[config.mk]
export PLATFORM = sky130hd
export DESIGN_NAME = pipe_stage_chain
export DESIGN_NICKNAME = d
export VERILOG_FILES = /design/src/rtl/pipe_stage_chain_pkg.sv /design/src/rtl/pipe_stage_chain_skid.sv /design/src/rtl/pipe_stage_chain.sv
export SDC_FILE = /design/constraint.sdc
export NUM_CORES = 1
export LEC_CHECK = 0
export ABC_AREA = 1
export CAP_MARGIN = 10
export CORE_MARGIN = 5
export CORE_UTILIZATION = 37
export CTS_BUF_LIST = sky130_fd_sc_hd__clkbuf_8
export CTS_CLUSTER_DIAMETER = 30
export DETAILED_ROUTE_END_ITERATION = 10
export GPL_ROUTABILITY_DRIVEN = 0
export PLACE_DENSITY = 0.86
export SLEW_MARGIN = 0
export SYNTH_ARGS = -nofsm -noshare
export SYNTH_HDL_FRONTEND = slang
export SYNTH_SLANG_ARGS = --single-unit
export TNS_END_PERCENT = 50
[constraint.sdc]
create_clock -name clk -period 1.13 [get_ports clk]
set_clock_uncertainty 0.2 [all_clocks]
set_input_delay 0.226 -clock clk [delete_from_list [all_inputs] [get_ports clk]]
set_output_delay 0.226 -clock clk [all_outputs]
set_load 0.03 [all_outputs]
[src/rtl/pipe_stage_chain_pkg.sv]
// Shared types for the handshaked register chain: a valid/ready
// bundle with its transfer helper, and the occupancy width function.
package pipe_stage_chain_pkg;

  typedef struct packed {
    logic valid;
    logic ready;
  } hs_t;

  function automatic logic hs_fire(hs_t h);
    return h.valid & h.ready;
  endfunction

  function automatic int OCC_W(int depth, int skid);
    return $clog2(depth + skid + 1);
  endfunction

endpackage

[src/rtl/pipe_stage_chain_skid.sv]
// pipe_skid_entry: one-entry skid register (valid + payload).
// Ports: clk, rst (sync, high), clear_i (flush), set_i (capture
// data_i), take_i (drained downstream), valid_o, data_o.
module pipe_skid_entry #(
  parameter int WIDTH         = 32,
  parameter bit CLEAR_PAYLOAD = 1'b1
) (
  input  logic             clk,
  input  logic             rst,
  input  logic             clear_i,
  input  logic             set_i,
  input  logic             take_i,
  input  logic [WIDTH-1:0] data_i,
  output logic             valid_o,
  output logic [WIDTH-1:0] data_o
);

  logic             valid_q, valid_d;
  logic [WIDTH-1:0] data_q, data_d;

  // set and take never coincide: set needs an empty entry,
  // take needs a full one.
  always_comb begin
    valid_d = valid_q;
    data_d  = data_q;
    if (clear_i) begin
      valid_d = 1'b0;
      if (CLEAR_PAYLOAD) data_d = '0;
    end else if (set_i) begin
      valid_d = 1'b1;
      data_d  = data_i;
    end else if (take_i) begin
      valid_d = 1'b0;
    end
  end

  always_ff @(posedge clk) begin
    if (rst) begin
      valid_q <= 1'b0;
      data_q  <= '0;
    end else begin
      valid_q <= valid_d;
      data_q  <= data_d;
    end
  end

  assign valid_o = valid_q;
  assign data_o  = data_q;

endmodule

[src/rtl/pipe_stage_chain.sv]
// pipe_stage_chain: DEPTH-slot valid/ready register chain with
// collapsing bubbles, flush, optional skid entry and occupancy count.
// Ports: clk, rst (sync, high); in_valid/in_ready/in_data upstream;
// out_valid/out_ready/out_data downstream; flush; occupancy.
module pipe_stage_chain
  import pipe_stage_chain_pkg::*;
#(
  parameter int WIDTH         = 32,
  parameter int DEPTH         = 1,
  parameter bit SKID          = 1'b0,
  parameter bit CLEAR_PAYLOAD = 1'b1
) (
  input  logic                               clk,
  input  logic                               rst,
  input  logic                               in_valid,
  output logic                               in_ready,
  input  logic [WIDTH-1:0]                   in_data,
  output logic                               out_valid,
  input  logic                               out_ready,
  output logic [WIDTH-1:0]                   out_data,
  input  logic                               flush,
  output logic [OCC_W(DEPTH,int'(SKID))-1:0] occupancy
);

  localparam int OW = OCC_W(DEPTH, int'(SKID));

  logic [DEPTH-1:0] v_q;
  logic [DEPTH-1:0] ld;
  logic [DEPTH-1:0] adv;
  logic [WIDTH-1:0] d_q [DEPTH];

  logic             src_v;
  logic [WIDTH-1:0] src_d;

  hs_t  in_hs, out_hs;
  logic in_fire, out_fire;

  logic [OW-1:0] occ_q, occ_d;

  // Walk from the output back: a slot loads when it is empty or
  // its occupant moves on, so bubbles never block upstream.
  always_comb begin
    logic down;
    ld   = '0;
    adv  = '0;
    down = out_ready;
    for (int i = DEPTH - 1; i >= 0; i--) begin
      adv[i] = v_q[i] & down;
      ld[i]  = ~v_q[i] | adv[i];
      down   = ld[i];
    end
  end

  for (genvar i = 0; i < DEPTH; i++) begin : g_slot
    logic             slot_v_q, slot_v_d, up_v;
    logic [WIDTH-1:0] slot_d_q, slot_d_d, up_d;

    if (i == 0) begin : g_head
      assign up_v = src_v;
      assign up_d = src_d;
    end else begin : g_body
      assign up_v = v_q[i-1];
      assign up_d = d_q[i-1];
    end

    // Payload only moves with valid data; an emptied slot keeps
    // its last word so out_data does not toggle needlessly.
    always_comb begin
      slot_v_d = slot_v_q;
      slot_d_d = slot_d_q;
      if (ld[i]) begin
        slot_v_d = up_v;
        if (up_v) slot_d_d = up_d;
      end
    end

    always_ff @(posedge clk) begin
      if (rst) begin
        slot_v_q <= 1'b0;
        slot_d_q <= '0;
      end else if (flush) begin
        slot_v_q <= 1'b0;
        if (CLEAR_PAYLOAD) slot_d_q <= '0;
      end else begin
        slot_v_q <= slot_v_d;
        slot_d_q <= slot_d_d;
      end
    end

    assign v_q[i] = slot_v_q;
    assign d_q[i] = slot_d_q;
  end

  if (SKID) begin : g_skid
    logic             skid_v;
    logic [WIDTH-1:0] skid_d;

    pipe_skid_entry #(
      .WIDTH         (WIDTH),
      .CLEAR_PAYLOAD (CLEAR_PAYLOAD)
    ) u_skid (
      .clk     (clk),
      .rst     (rst),
      .clear_i (flush),
      .set_i   (in_fire & ~ld[0]),
      .take_i  (skid_v & ld[0]),
      .data_i  (in_data),
      .valid_o (skid_v),
      .data_o  (skid_d)
    );

    // A held skid word always goes first, preserving order.
    assign in_ready = ~skid_v;
    assign src_v    = skid_v | in_valid;
    assign src_d    = skid_v ? skid_d : in_data;
  end else begin : g_noskid
    assign in_ready = ld[0];
    assign src_v    = in_valid;
    assign src_d    = in_data;
  end

  assign in_hs    = '{valid: in_valid, ready: in_ready};
  assign out_hs   = '{valid: out_valid, ready: out_ready};
  assign in_fire  = hs_fire(in_hs);
  assign out_fire = hs_fire(out_hs);

  always_comb begin
    occ_d = occ_q;
    if (in_fire & ~out_fire) occ_d = occ_q + OW'(1);
    else if (out_fire & ~in_fire) occ_d = occ_q - OW'(1);
  end

  always_ff @(posedge clk) begin
    if (rst) occ_q <= '0;
    else if (flush) occ_q <= '0;
    else occ_q <= occ_d;
  end

  assign out_valid = v_q[DEPTH-1];
  assign out_data  = d_q[DEPTH-1];
  assign occupancy = occ_q;

endmodule

After elaboration in Yosys (flattened, before gate mapping)
Cells that the tools add are included.
{"block": "totals", "input_bits": 37, "elab_cells": 18, "reg_bits": 34, "out_inout_bits": 35}
{"block": "classes", "muxes": 2, "bitwise_logic": 8, "n_reduce_logical": 3, "addsub": 2}
{"cell": "$and 1x1->1", "n": 4}
{"cell": "$not 1->1", "n": 3}
{"cell": "$mux 1", "n": 2}
{"cell": "$reduce_and 2->1", "n": 1}
{"cell": "$reduce_bool 2->1", "n": 1}
{"cell": "$reduce_or 2->1", "n": 1}
{"cell": "$add 1x1->1 const B", "n": 1}
{"cell": "$or 1x1->1", "n": 1}
{"cell": "$sub 1x1->1 const B", "n": 1}

Depth between registers and ports, before layout
{"block": "depth", "word_depth": 7, "ltp_mapped": 6, "ltp_nobuf": 5}

Worst setup path after synthesis
No wires, ideal clock.
{"block": "synth_path", "kind": "register to register", "startpoint": "register g_slot[0].slot_v_q (netlist: out_valid)", "endpoint": "register g_slot[0].slot_d_q[10] (netlist: out_data[10])", "stages_incl_launch_ff": 6, "setup_slack_ps": -303, "setup_ps": 64, "t_arrival_ps": 1169, "path_cell_list": "dfxtp_1 nand2_2 clkbuf_8 nand3b_1 nand2_1 nor2_1"}
{"block": "synth_via", "elab_chain_len": 3, "elab_cells_between_ends": 4, "classes_between": "3 x bitwise; 1 x reduce/logical"}
{"element": "from (decl)", "line_no": "pipe_stage_chain.sv:55", "rtl": "logic slot_v_q, slot_v_d, up_v;"}
{"element": "from (signal assigned)", "line_no": "pipe_stage_chain.sv:85", "rtl": "slot_v_q <= slot_v_d;"}
{"element": "$and 1x1->1 / $not 1->1 (equally long branches)", "line_no": "pipe_stage_chain.sv:48, pipe_stage_chain.sv:49"}
{"element": "$or 1x1->1 *", "line_no": "pipe_stage_chain.sv:49", "rtl": "ld[i] = ~v_q[i] | adv[i];"}
{"element": "named net in_ready", "line_no": "pipe_stage_chain.sv:16", "rtl": "output logic in_ready,"}
{"element": "$reduce_and 2->1 (no line) *"}
{"element": "to (signal assigned)", "line_no": "pipe_stage_chain.sv:86", "rtl": "slot_d_q <= slot_d_d;"}
{"element": "to (decl)", "line_no": "pipe_stage_chain.sv:56", "rtl": "logic [WIDTH-1:0] slot_d_q, slot_d_d, up_d;"}
Mark *: on every way through the listed nets, which the timed path passes. The rest lies on a longest branch.
A chain may end at the register's enable or synchronous reset.

Worst setup path in the final report
{"block": "layout_path", "startpoint": "register g_slot[0].slot_v_q (netlist: out_valid)", "endpoint": "output in_ready"}
{"block": "layout_via", "elab_chain_len": 2, "elab_cells_between_ends": 3, "classes_between": "3 x bitwise"}
{"element": "$and 1x1->1 / $not 1->1 (equally long branches)", "line_no": "pipe_stage_chain.sv:48, pipe_stage_chain.sv:49"}
{"element": "$or 1x1->1 *", "line_no": "pipe_stage_chain.sv:49"}
{"element": "to (decl)", "line_no": "pipe_stage_chain.sv:16"}
Mark *: on every way between the ends. The rest lies on a longest branch, timed or not.

==> report_table.html <==
<table>
<tr><th>Metric</th><th>Value</th></tr>
<tr><th colspan="2">Status</th></tr>
<tr><td>Result of the run</td><td>finished with violations</td></tr>
<tr><td>Failing checks</td><td>setup timing</td></tr>
<tr><th colspan="2">Layout</th></tr>
<tr><td>Area overhead of the layout relative to synthesis</td><td>75.3%</td></tr>
<tr><td>Count of antenna diodes in the layout</td><td>0</td></tr>
<tr><td>Net count reported at finish</td><td>about 300</td></tr>
<tr><td>Most used cells in the layout excluding fill and tap cells</td><td>sky130_fd_sc_hd__nor2_1 (64), sky130_fd_sc_hd__nand2_1 (36), sky130_fd_sc_hd__buf_6 (35), sky130_fd_sc_hd__clkdlybuf4s50_1 (34), sky130_fd_sc_hd__dfxtp_2 (33)</td></tr>
<tr><td>Area taken by multi-input logic gates</td><td>slightly below 700 µm²</td></tr>
<tr><td>FF+latch area</td><td>726 µm²</td></tr>
<tr><td>Share of final-layout standard cells stronger than drive strength 1</td><td>0.356</td></tr>
<tr><td>Most common library cell in the layout ignoring fill and taps</td><td>sky130_fd_sc_hd__nor2_1</td></tr>
<tr><td>Fillers</td><td>between 300 and 400</td></tr>
<tr><th colspan="2">Power and ir drop</th></tr>
<tr><td>Reg power frac</td><td>0.468</td></tr>
<tr><td>Internal power of the cells</td><td>2040 µW</td></tr>
<tr><td>Worst voltage drop across the vdd grid</td><td>602 µV</td></tr>
<tr><td>Relative contribution of the clock network to total power</td><td>0.289</td></tr>
<tr><td>Leakage power total</td><td>around 0.0011 µW</td></tr>
<tr><td>Cell Pwr Density</td><td>between 1000 and 1500 nW/µm²</td></tr>
<tr><td>NetSw</td><td>747 µW</td></tr>
<tr><td>Gate power share</td><td>0.243</td></tr>
<tr><td>Fraction of power spent switching nets</td><td>0.268</td></tr>
<tr><th colspan="2">Synthesis</th></tr>
<tr><td>Flops &amp; latches, synth</td><td>34</td></tr>
<tr><td>Mapped Area</td><td>between 1000 and 1500 µm²</td></tr>
<tr><td>Area share of and/or/nand/nor cells after synthesis</td><td>0.435</td></tr>
<tr><td>Warnings from Yosys</td><td>0</td></tr>
<tr><td>Share of cell area taken by muxes after synthesis</td><td>0</td></tr>
<tr><td>Sequential share of the synthesized area</td><td>0.465</td></tr>
<tr><td>Share of synthesized cell area in full adder, half adder and majority cells</td><td>0</td></tr>
<tr><td>Post-synthesis cell type count</td><td>17</td></tr>
<tr><td>Fraction of the mapped netlist area in compound gates</td><td>0.0197</td></tr>
<tr><td>Gate count after technology mapping</td><td>~190</td></tr>
<tr><td>Xor and xnor area share after synthesis</td><td>0</td></tr>
<tr><td>Dominant combinational cell family by area after synthesis</td><td>simple AND/OR/NAND/NOR gates</td></tr>
<tr><td>Post-synthesis area per instance</td><td>a little under 8 µm²</td></tr>
<tr><td>Synthesized Nets</td><td>225</td></tr>
<tr><th colspan="2">Worst setup path</th></tr>
<tr><td>Delay of the slowest cell on the worst path</td><td>between 300 and 400 ps</td></tr>
<tr><td>CP max stage cell</td><td>sky130_fd_sc_hd__dfxtp_4</td></tr>
<tr><td>Startpoint-to-endpoint class of the critical path</td><td>reg -&gt; out</td></tr>
<tr><td>Sort of element at the end of the critical path</td><td>output pin</td></tr>
<tr><td>Required time of the critical path</td><td>around 700 ps</td></tr>
<tr><td>Gate family responsible for the most delay along the worst path</td><td>flip-flops</td></tr>
<tr><td>Critical path startpoint category</td><td>flop</td></tr>
<tr><td>Highest net fanout along the worst path</td><td>5</td></tr>
<tr><td>CP cell instances</td><td>nand2_4, buf_6</td></tr>
<tr><td>Critical path buffer and inverter count</td><td>1</td></tr>
<tr><td>Arrival time of data at the critical path endpoint</td><td>about 860 ps</td></tr>
<tr><th colspan="2">Global route</th></tr>
<tr><td>Via count of the first global-routing pass</td><td>1318</td></tr>
<tr><td>Total routing usage reported by global routing</td><td>0.147</td></tr>
<tr><td>Total gr overflow</td><td>0</td></tr>
<tr><td>Number of antenna violations at the first check in global routing</td><td>0</td></tr>
<tr><td>First-pass GRT wire length</td><td>between 6 and 7 mm</td></tr>
<tr><td>Maximum number of pins on one net before global-route repair</td><td>23</td></tr>
<tr><th colspan="2">Routing</th></tr>
<tr><td>1st-pass router iterations</td><td>4</td></tr>
<tr><td>Residual DRC</td><td>0</td></tr>
<tr><td>Total number of vias</td><td>between 1000 and 1500</td></tr>
<tr><td>Avg Vias per Cell</td><td>~4.6</td></tr>
<tr><td>Mean routed wirelength per cell</td><td>approximately 13 µm</td></tr>
<tr><td>Post-route antenna net violation count</td><td>0</td></tr>
<tr><td>Starting DRT DRC Count</td><td>between 70 and 80</td></tr>
<tr><td>Wirelength, routed</td><td>roughly 4.1 mm</td></tr>
<tr><th colspan="2">Place</th></tr>
<tr><td>Placed wire-length estimate after detailed placement</td><td>2.61 mm</td></tr>
<tr><td>PortBufs</td><td>between 70 and 80</td></tr>
<tr><td>Worst slack at placement</td><td>-490 ps</td></tr>
<tr><th colspan="2">Floorplan</th></tr>
<tr><td>Die height</td><td>about 73 µm</td></tr>
<tr><td>Effective utilization at floorplan</td><td>0.391</td></tr>
<tr><td>Die span in x</td><td>72.9 µm</td></tr>
<tr><td>DIE AREA</td><td>roughly 5300 µm²</td></tr>
<tr><td>Area of the core</td><td>about 3700 µm²</td></tr>
<tr><td>Row count</td><td>22</td></tr>
<tr><td>Number of top-level pins</td><td>72</td></tr>
<tr><th colspan="2">STA</th></tr>
<tr><td>Post-route fraction of the period consumed by the critical path</td><td>1.14</td></tr>
<tr><td>Total Neg Setup Slack</td><td>-4250 ps</td></tr>
<tr><td>RSZ-0062 raised after global routing</td><td>true</td></tr>
<tr><td>Setup slack of the critical path after layout</td><td>-159 ps</td></tr>
<tr><td>Timing-limited maximum frequency</td><td>776 MHz</td></tr>
<tr><td>Worst Tran Pin Value</td><td>204 ps</td></tr>
<tr><td>Worst slew slack as a fraction of its limit</td><td>0.864</td></tr>
<tr><td>Minimum clock period after layout</td><td>about 1300 ps</td></tr>
<tr><td>Number of pins with negative max-slew slack in the final report</td><td>0</td></tr>
<tr><td>Final Setup Violations</td><td>67</td></tr>
<tr><td>Final Hold Fails</td><td>0</td></tr>
<tr><th colspan="2">Min path</th></tr>
<tr><td>Type of the most critical hold path</td><td>in -&gt; reg</td></tr>
<tr><th colspan="2">Clock network</th></tr>
<tr><td># clock sinks</td><td>34</td></tr>
<tr><td>Count of H-tree levels built during CTS</td><td>2</td></tr>
<tr><td>Clk buf depth</td><td>2</td></tr>
<tr><td>Number of buffers added by the clock tree synthesis step</td><td>5</td></tr>
<tr><td>CTS clock-pin slew for the worst setup and hold paths</td><td>around 60 ps</td></tr>
<tr><td>Clock network latency to the later pin of the worst-skew pair</td><td>270 ps</td></tr>
<tr><td>Hold buffers post-CTS</td><td>0</td></tr>
<tr><td>Buffer type at the clock tree root</td><td>sky130_fd_sc_hd__clkbuf_8</td></tr>
<tr><td>Clock tree from TritonCTS</td><td>done</td></tr>
<tr><th colspan="2">Run</th></tr>
<tr><td>Max-cap violations</td><td>0</td></tr>
</table>
## power groups by stage
| stage | Clock (µW) | Sequential (µW) | Combinational, µW |
|---|---|---|---|
| 2_1_floorplan | 0 | 1410 | 221 |
| 3_3_place_gp | 0 | 1310 | 565 |
| 3_5_place_dp | 0 | 1310 | 573 |
| 4_1_cts | 831 | 1300 | 655 |
| 5_1_grt | 885 | 1310 | 727 |
| 6_report | 805 | 1300 | 678 |
## through the flow
| step | utilization | hold slack (ps) | instance area, µm² | total power, µW | instances |
|---|---|---|---|---|---|
| after floorplan | - | 195 | 1480 | 1640 | 188 |
| after global placement | 0.574 | 264 | 2150 | 1870 | 301 |
| after detailed placement | 0.574 | 274 | 2150 | 1880 | 301 |
| after CTS | 0.662 | 203 | 2480 | 2790 | 312 |
| after global routing | 0.685 | 238 | 2560 | 2920 | 315 |
| final | 0.685 | 207 | 2560 | 2790 | 315 |
## cell families (layout without fill, tap and decap cells)
kind of cell	Yosys count	count (layout)
AND/OR/NAND/NOR	136	136
flip-flops	34	34
buffers and inverters	15	94
AO/OA/AOI/OAI	3	3
## state kept, by name, indices dropped and copies added (netlist names)
| signal | count |
|---|---|
| occupancy | 1 |
| out_data | 32 |
| out_valid | 1 |
## cell usage after synthesis (all sizes together)
master	number	area share
nand3b	32	0.16
dfxtp	34	0.47
nand2	37	0.097
a21boi	1	0.0051
nor2	66	0.17
inv	2	0.0051
clkbuf	2	0.012
buf	11	0.062
a21oi	2	0.015
nand3	1	0.0034
## area by class of cell
| type | instances | area share |
|---|---|---|
| Clock buffer | 5 | 0.0268 |
| Timing Repair Buffer | 85 | 0.397 |
| Inverter | 2 | 0.00293 |
| Multi-Input combinational cell | 139 | 0.264 |
| Clock inverter | 2 | 0.00293 |
| Tap cell | 48 | 0.0234 |
| Sequential cell | 34 | 0.283 |
## repair_timing
| item | 4_1_cts | 5_1_grt |
|---|---|---|
| setup buffers | 2 | 0 |
| gates resized for setup | 72 | 3 |
| gates cloned | 2 | 3 |
| endpoints found under the setup margin | 69 | 69 |
| pin swaps | 1 | 4 |
## path summary, 6_finish.rpt
| kind | startpoint | to | slack, ps | depth (start not counted) |
|---|---|---|---|---|
| worst max register to register | out_valid | out_data[4] | -130 | 6 |
| worst min register to register | out_data[25] | out_data[25] | 270 | 2 |
| worst min-delay path | in_valid | out_valid | 210 | 3 |
| worst max-delay path | out_valid | in_ready | -160 | 2 |
## worst min-delay path: cells and delay by family
family / cells / cell delay, ps
buf+inv: 2 / 370
compound gates: 1 / 50
## routing by layer
metal	global-route usage	routed length [µm]	vias up
met5	0	0	-
met1	0.186	1830	657
li1	-	-	748
met3	0.0413	297	5
met4	0.0533	36	0
met2	0.238	1980	51
(Power assumes the default switching activity.)
